$ cat config.mk
export PLATFORM = sky130hd
export DESIGN_NAME = id_issue_ctrl
export DESIGN_NICKNAME = d
export VERILOG_FILES = /design/src/rtl/id_issue_ctrl.sv
export SDC_FILE = /design/constraint.sdc
export NUM_CORES = 1
export LEC_CHECK = 0
export CAP_MARGIN = 25
export CORE_MARGIN = 2
export CORE_UTILIZATION = 35
export DETAILED_ROUTE_END_ITERATION = 7
export DONT_BUFFER_PORTS = 1
export PLACE_DENSITY = 0.54
export SYNTH_ARGS = -nofsm -noshare
export SYNTH_HDL_FRONTEND = slang
export SYNTH_SLANG_ARGS = --single-unit
$ cat constraint.sdc
create_clock -name clk -period 2.1 [get_ports clk]
set_input_delay 0.315 -clock clk [delete_from_list [all_inputs] [get_ports clk]]
set_output_delay 0.315 -clock clk [all_outputs]
set_load 0.03 [all_outputs]
$ cat src/rtl/id_issue_ctrl.sv
// Decode-stage issue controller: 2-entry skid queue between IF and ID/EX with opcode pre-decode.
// Optional performance counters are built when ID_ISSUE_PERF_EN is defined.

package id_issue_pkg;

    typedef enum logic [1:0] {
        IMM_I = 2'b00,
        IMM_S = 2'b01,
        IMM_B = 2'b10,
        IMM_J = 2'b11
    } imm_src_e;

    localparam logic [6:0] OP_RTYPE  = 7'b0110011;
    localparam logic [6:0] OP_ITYPE  = 7'b0010011;
    localparam logic [6:0] OP_LOAD   = 7'b0000011;
    localparam logic [6:0] OP_STORE  = 7'b0100011;
    localparam logic [6:0] OP_BRANCH = 7'b1100011;
    localparam logic [6:0] OP_JAL    = 7'b1101111;
    localparam logic [6:0] OP_JALR   = 7'b1100111;

endpackage

module id_issue_ctrl
    import id_issue_pkg::*;
#(
    parameter int XLEN  = 32,
    parameter int DEPTH = 2,
    parameter int CNT_W = 32
) (
    input  logic            clk,
    input  logic            rst_n,
    input  logic            in_valid,
    output logic            in_ready,
    input  logic [XLEN-1:0] in_instr,
    input  logic [XLEN-1:0] in_pc,
    output logic            out_valid,
    input  logic            out_ready,
    output logic [XLEN-1:0] out_instr,
    output logic [XLEN-1:0] out_pc,
    output imm_src_e        out_imm_src,
    output logic            out_illegal,
    input  logic            flush
`ifdef ID_ISSUE_PERF_EN
    ,
    output logic [CNT_W-1:0] perf_stall_cycles,
    output logic [CNT_W-1:0] perf_flushed,
    output logic [CNT_W-1:0] perf_illegal
`endif
);

    generate
        if (XLEN != 32 || DEPTH != 2 || CNT_W < 2) begin : g_bad_param
            $error("id_issue_ctrl: only XLEN=32, DEPTH=2 and CNT_W>=2 are supported");
        end
    endgenerate

    // Occupancy and registered ready
    logic [1:0] count_q, count_d;
    logic       in_ready_q, in_ready_d;

    // Head entry doubles as the output register; the skid entry holds the second instruction.
    logic [XLEN-1:0] head_instr_q, head_instr_d;
    logic [XLEN-1:0] head_pc_q,    head_pc_d;
    imm_src_e        head_imm_q,   head_imm_d;
    logic            head_ill_q,   head_ill_d;

    logic [XLEN-1:0] skid_instr_q, skid_instr_d;
    logic [XLEN-1:0] skid_pc_q,    skid_pc_d;
    imm_src_e        skid_imm_q,   skid_imm_d;
    logic            skid_ill_q,   skid_ill_d;

    logic     push;
    logic     pop;
    imm_src_e dec_imm;
    logic     dec_ill;

    assign out_valid   = (count_q != 2'd0);
    assign in_ready    = in_ready_q;
    assign out_instr   = head_instr_q;
    assign out_pc      = head_pc_q;
    assign out_imm_src = head_imm_q;
    assign out_illegal = head_ill_q;

    assign push = in_valid && in_ready_q;
    assign pop  = out_valid && out_ready;

    // RTYPE has no immediate; IMM_I is selected as a don't-care value.
    always_comb begin
        dec_imm = IMM_I;
        dec_ill = 1'b0;
        case (in_instr[6:0])
            OP_RTYPE, OP_ITYPE, OP_LOAD, OP_JALR: dec_imm = IMM_I;
            OP_STORE:                             dec_imm = IMM_S;
            OP_BRANCH:                            dec_imm = IMM_B;
            OP_JAL:                               dec_imm = IMM_J;
            default:                              dec_ill = 1'b1;
        endcase
    end

    always_comb begin
        count_d      = count_q;
        head_instr_d = head_instr_q;
        head_pc_d    = head_pc_q;
        head_imm_d   = head_imm_q;
        head_ill_d   = head_ill_q;
        skid_instr_d = skid_instr_q;
        skid_pc_d    = skid_pc_q;
        skid_imm_d   = skid_imm_q;
        skid_ill_d   = skid_ill_q;

        if (flush) begin
            count_d = 2'd0;
        end else begin
            case ({push, pop})
                2'b10: begin
                    if (count_q == 2'd0) begin
                        head_instr_d = in_instr;
                        head_pc_d    = in_pc;
                        head_imm_d   = dec_imm;
                        head_ill_d   = dec_ill;
                    end else begin
                        skid_instr_d = in_instr;
                        skid_pc_d    = in_pc;
                        skid_imm_d   = dec_imm;
                        skid_ill_d   = dec_ill;
                    end
                    count_d = count_q + 2'd1;
                end
                2'b01: begin
                    // Popping the last entry leaves the head untouched so outputs hold.
                    if (count_q == 2'd2) begin
                        head_instr_d = skid_instr_q;
                        head_pc_d    = skid_pc_q;
                        head_imm_d   = skid_imm_q;
                        head_ill_d   = skid_ill_q;
                    end
                    count_d = count_q - 2'd1;
                end
                2'b11: begin
                    if (count_q == 2'd2) begin
                        head_instr_d = skid_instr_q;
                        head_pc_d    = skid_pc_q;
                        head_imm_d   = skid_imm_q;
                        head_ill_d   = skid_ill_q;
                        skid_instr_d = in_instr;
                        skid_pc_d    = in_pc;
                        skid_imm_d   = dec_imm;
                        skid_ill_d   = dec_ill;
                    end else begin
                        head_instr_d = in_instr;
                        head_pc_d    = in_pc;
                        head_imm_d   = dec_imm;
                        head_ill_d   = dec_ill;
                    end
                end
                default: count_d = count_q;
            endcase
        end

        in_ready_d = (count_d < 2'd2);
    end

    always_ff @(posedge clk or negedge rst_n) begin
        if (!rst_n) begin
            count_q      <= 2'd0;
            in_ready_q   <= 1'b0;
            head_instr_q <= '0;
            head_pc_q    <= '0;
            head_imm_q   <= IMM_I;
            head_ill_q   <= 1'b0;
            skid_instr_q <= '0;
            skid_pc_q    <= '0;
            skid_imm_q   <= IMM_I;
            skid_ill_q   <= 1'b0;
        end else begin
            count_q      <= count_d;
            in_ready_q   <= in_ready_d;
            head_instr_q <= head_instr_d;
            head_pc_q    <= head_pc_d;
            head_imm_q   <= head_imm_d;
            head_ill_q   <= head_ill_d;
            skid_instr_q <= skid_instr_d;
            skid_pc_q    <= skid_pc_d;
            skid_imm_q   <= skid_imm_d;
            skid_ill_q   <= skid_ill_d;
        end
    end

`ifdef ID_ISSUE_PERF_EN
    logic [CNT_W-1:0] stall_cnt_q, flushed_cnt_q, illegal_cnt_q;

    always_ff @(posedge clk or negedge rst_n) begin
        if (!rst_n) begin
            stall_cnt_q   <= '0;
            flushed_cnt_q <= '0;
            illegal_cnt_q <= '0;
        end else begin
            if (out_valid && !out_ready) begin
                stall_cnt_q <= stall_cnt_q + CNT_W'(1);
            end
            if (flush) begin
                flushed_cnt_q <= flushed_cnt_q + {{(CNT_W-2){1'b0}}, count_q};
            end
            if (pop && head_ill_q) begin
                illegal_cnt_q <= illegal_cnt_q + CNT_W'(1);
            end
        end
    end

    assign perf_stall_cycles = stall_cnt_q;
    assign perf_flushed      = flushed_cnt_q;
    assign perf_illegal      = illegal_cnt_q;
`endif

    a_count_bound: assert property (@(posedge clk) disable iff (!rst_n)
        {30'd0, count_q} <= DEPTH);
    a_ready_tracks_count: assert property (@(posedge clk) disable iff (!rst_n)
        in_ready_q |-> (count_q != 2'd2));

endmodule

==> results of run 1 <==
==> cell usage in the layout (no fill, tap or decap), types with 6 or more instances in the layout <==
master / instances
dfrtp_1: 137
nand2_1: 69
a22oi_1: 64
o21ai_0: 61
mux2_2: 59
clkbuf_16: 17
buf_12: 8
inv_1: 7
nor2_1: 6
buf_4: 6
==> metrics by stage <==
stage	worst slack (ns)	total power [mW]	instances	cell area, um^2	util
after floorplan	0.00448	7.51	487	5800	-
after CTS	0.0208	11.1	718	6680	0.407
after global placement	0.126	8.07	685	6090	0.371
final	0.0893	11.0	718	6700	0.408
after detailed placement	0.0462	8.23	685	6090	0.371
after global routing	0.00382	11.7	718	6700	0.408
==> cells in the mapped netlist <==
cell,n
a2bb2oi_1,2
buf_6,4
nor2b_1,1
a22oi_1,64
and3_1,2
nand3_1,2
or2_2,2
ha_1,4
nor2_1,6
nand2_1,69
o21ai_0,62
inv_1,7
dfrtp_1,137
nand2b_1,2
nor4_1,1
nor3_1,2
a221oi_1,1
a21oi_2,1
o211ai_1,2
mux2i_1,3
mux2_4,5
a21oi_1,5
or2_4,1
mux2_2,59
clkbuf_1,10
o21ai_1,5
buf_2,13
buf_4,10
o2111a_1,1
and4b_1,1
xnor2_1,3
==> registers in the layout, indices dropped and copies added (netlist names) <==
name	flops
count_q	2
in_ready	1
out_illegal	1
out_imm_src	2
out_instr	32
out_pc	32
skid_ill_q	1
skid_imm_q	2
skid_instr_q	32
skid_pc_q	32
==> metal layers <==
metal | up-vias | global-route usage | part of all wire
li1 | 1732 | - | -
met1 | 1875 | 0.178 | 0.41
met2 | 135 | 0.229 | 0.46
met3 | 17 | 0.0843 | 0.12
met4 | 0 | 0.0562 | 0.016
met5 | - | 0 | 0
==> final cells by class <==
class / instances / area (um^2)
timing repair buffer: 16 / 226
inverter: 7 / 26.3
tap: 220 / 275
clock buffer: 20 / 457
fill: 1542 / 9710
clock inverter: 12 / 116
sequential: 137 / 3430
multi-input combinational: 306 / 2170
==> critical path: cells and delay by family, from the launching register on <==
family                     cells  cell delay, ns
adders and majority gates      1            0.23
AOI/OAI and AO/OA              2            0.46
DFF                            1            0.39
and+or+nand+nor                1            0.15
buffers and inverters          2            0.29
muxes                          1            0.35
==> cells by family (layout without fill, tap and decap cells) <==
group,after synthesis,in the layout,share of synthesized area
compound gates,143,143,0.156
flops,137,137,0.592
simple gates,89,89,0.0639
mux,67,67,0.133
buf+inv,44,55,0.0430
fa+ha+maj,4,4,0.00864
xor+xnor,3,3,0.00453
==> worst paths after layout <==
path	start	end	slack, ns	cells past startpoint
worst max-delay path	count_q[1]	skid_instr_q[4]	0.09	7
worst min register to register	skid_instr_q[10]	skid_instr_q[10]	0.51	1
worst max register to register	count_q[1]	skid_instr_q[4]	0.09	7
min in group clk	in_instr[8]	skid_instr_q[8]	0.04	1
max in group asynchronous	rst_n	out_instr[29]	2.29	0
worst min-delay path	rst_n	skid_instr_q[23]	-0.41	0
==> report_power, final <==
part | switching [mW] | internal, mW
Combinational | 1.09 | 1.17
Sequential | 2.00 | 3.88
Clock | 1.15 | 1.70
==> what timing repair did <==
action,in CTS,in global routing
hold endpoints to repair,140,137
setup endpoints to repair,0,47
resized for setup,0,5
==> results.cfg, run 1 <==
[status]
status = complete, but fails checks
violations = hold timing

[timing]
tightest_slew_ns = 0.402
slew_violations = 0
final-hold-violation-count = 137
rsz0062_at_grt = no
setup_viol = 0
hold_ws_ns = -0.407
fmax_mhz = 497
finalCritPeriodShare = 0.957
slew_headroom = 0.732
skew_ns = 0.00858
fin_crit_ns = 2.01
setup_tns_ns = 0

[die]
die_h_um = 133
initial_core_util = 0.353
ios = 138
coreArea_um2 = 16400
die_w_um = 133
rows = 47
dieArea_um2 = 17600

[run]
drv_cap = 0

[cts]
insertion_delay_ns = 0.42
post_cts_buffers = 0
cts_tree = done
cts.sinks = 137
cts_root_buf = clkbuf_16
cts_max_level = 4
ctsLongestPathBuffers = 2
clk_pin_slew_worst_paths_ns = 0.06
postCtsHoldBufs = 1
cts_buffers = 17

[routing]
vias = 3759
dr.pass1.iters = 4
drt-total-wl_um = 12700
drtIter0Drc = 162
ant_nets = 0
vias_per_cell = 5.24
drc = 0
wl_per_cell_um = 17.7

[worst_setup_path]
crit_chain = o21ai_2, inv_1, ha_1, nand2_1, o2111a_4, buf_12, mux2_2
crit_slowest_cell = dfrtp_1
critPathMaxFanout = 27
path_class = reg2reg
critPathLaunchType = register
critical_path_required_ns = 2.40
arrival_ns = 2.31
max_stage_delay_ns = 0.39
cp-end-kind = register

[power]
p_leak_nw = 2.97
power.density_nw_per_um2 = 1640
peakVddDrop_mv = 0.665

[synth]
synth_top_cell_area_share = 0.592
ys_warn_count = 0
synth-seq-cells = 137
synth.area.top_cells = dfrtp_1 59%, mux2_2 11%, a22oi_1 8.3%, o21ai_0 5.4%, nand2_1 4.5%
synthCells = 487
ys_seq_area_frac = 0.592
synth_fp_nets = 560
synth_top_cell_by_area = dfrtp_1
avgSynthCellArea_um2 = 11.9
syn_area_um2 = 5800
ys_types = 31

[final_layout]
drive_gt1_frac = 0.243
syn2layout_area_growth_pct = 15.5
nets = 558
antenna_cells = 0

[grt]
grt_antenna_before_repair = 0
grt_max_degree = 138
grt.overflow.total = 0
grt_pass1_vias = 3861
grt_pass1_wl_um = 20700
grt_usage = 0.151

[placed_design]
hpwl_um = 8260
io_buffers = 0
gp_congestion = 0.720

[worst_hold_path]
hp-class = in2async
(Power assumes the default switching activity.)
==> run 2, diff against run 1 <==
PLACE_DENSITY = 0.52   (was 0.54)
clock period = 2.07 ns   (was 2.1 ns; I/O delays follow)
==> run 2 against run 1 <==
Compared with the run above: critical endpoint is now skid_instr_q[10]; worst hold slack got worse by 0.00056 ns; via count fell by 0.48%; sequential share of layout area fell by 0.66 points; sequential cell count did not move; the flow still finishes with violations (hold timing); sequential power rose by 1%; routed wire length rose by 2.8%; power rose by 5.1%; highest routed layer unchanged.
==> results.cfg, run 2 (synthesis gave the netlist of run 1 again) <==
[final_layout]
layout_commonest_cell = dfrtp_1
nets = 561
drive_gt1_frac = 0.248
layout_common_cells = 137 x dfrtp_1, 69 x nand2_1, 64 x a22oi_1
syn2layout_area_growth_pct = 17.0
antenna_cells = 0

[cts]
clk_pin_slew_worst_paths_ns = 0.06
insertion_delay_ns = 0.42
post_cts_buffers = 0
postCtsHoldBufs = 1
cts_buffers = 17
ctsLongestPathBuffers = 2
cts_max_level = 4
cts_tree = done
cts_root_buf = clkbuf_16
cts.sinks = 137

[run]
drv_cap = 0

[grt]
grt_max_degree = 138
grt_antenna_before_repair = 0
grt_pass1_wl_um = 20900
grt.overflow.total = 0
grt_usage = 0.153
grt_pass1_vias = 3870

[timing]
tightest_slew_ns = 0.391
hold_ws_ns = -0.407
setup_viol = 0
fmax_mhz = 517
slew_violations = 0
final-hold-violation-count = 137
skew_ns = 0.00913
rsz0062_at_grt = no
setup_tns_ns = 0
setup_slack_ns = 0.138
slew_headroom = 0.740
finalCritPeriodShare = 0.934
fin_crit_ns = 1.93

[die]
coreArea_um2 = 16400
die_w_um = 133
initial_core_util = 0.353
die_h_um = 133
ios = 138
dieArea_um2 = 17600
rows = 47

[worst_setup_path]
arrival_ns = 2.23
r2r_start = count_q[1]
path_class = reg2reg
cp-end-kind = register
critical_path_required_ns = 2.37
critPathLaunchType = register
startpoint = count_q[1]
rr_worst_depth = 7
rrSetupSlack_ns = 0.14
critPathMaxFanout = 19
rr_endpoint = skid_instr_q[10]

[placed_design]
gp_congestion = 0.802
hpwl_um = 8480
io_buffers = 0
pre_cts_slack_ns = 0.112

[worst_hold_path]
hp-class = in2async

[power]
peakVddDrop_mv = 0.676
power.density_nw_per_um2 = 1700
power_mw = 11.5
p_leak_nw = 3.02

[routing]
vias_per_cell = 5.19
drtIter0Drc = 202
drt-total-wl_um = 13000
drc = 0
vias = 3741
dr.pass1.iters = 6
ant_nets = 0
wl_per_cell_um = 18.1

[status]
status = complete, but fails checks
violations = hold timing
-- run 2: cell types whose count changed in the layout (fill, tap and decap cells not counted), sizes merged --
cell / previous run / this run
bufinv: 1 / 4
inv: 11 / 10
clkinvlp: 5 / 3
buf: 15 / 18
-- run 2: layer usage --
metal  up-vias  routed length [um]  GRT usage
li1       1742                   -          -
met1      1834                5510      0.186
met2       141                5770      0.223
met3        24                1410     0.0782
met4         0                 351     0.0759
met5         -                   0          0
-- run 2: per-stage QoR --
step | area [um^2] | utilization | cells
2_1_floorplan | 5800 | - | 487
3_3_place_gp | 6110 | 0.372 | 688
3_5_place_dp | 6110 | 0.372 | 688
4_1_cts | 6770 | 0.413 | 721
5_1_grt | 6780 | 0.413 | 721
6_report | 6780 | 0.413 | 721
-- run 2: worst max path at each step --
stage / cells past startpoint / end
6_report: 7 / skid_instr_q[10]
5_1_grt: 9 / out_instr[31]
4_1_cts: 8 / out_imm_src[0]
3_5_place_dp: 8 / out_instr[31]
3_3_place_gp: 8 / out_imm_src[0]
2_1_floorplan: 10 / skid_instr_q[26]
-- run 2: worst max-delay path, stage by stage (launching register included) --
cell and delay [ns]:
dfrtp_1 0.39, o21ai_2 0.16, inv_1 0.08, ha_1 0.22, nand2_1 0.11, o2111a_4 0.31, buf_12 0.18, mux2_2 0.35
-- run 2: report_power, final --
group          internal, mW  total (mW)  switching [mW]
Combinational          1.17        2.29            1.12
Clock                  2.13        3.30            1.18
Sequential             3.93        5.95            2.02
-- run 2: timing repair --
| item | 4_1_cts | 5_1_grt |
|---|---|---|
| setup endpoints to repair | 0 | 34 |
| endpoints found under the hold margin | 140 | 137 |
| gates resized for setup | 0 | 3 |
-- run 2: cell type report --
cell class                 count  area, um^2
fill                        1539        9620
sequential                   137        3430
multi-input combinational    306        2160
clock buffer                  20         467
tap                          220         275
timing repair buffer          19         236
clock inverter                12         186
inverter                       7        26.3
==> run 3, diff against run 2 <==
CAP_MARGIN = 20   (was 25)
==> results of run 3 <==
No change in the layout: final DEF, timing and power equal those of run 2.
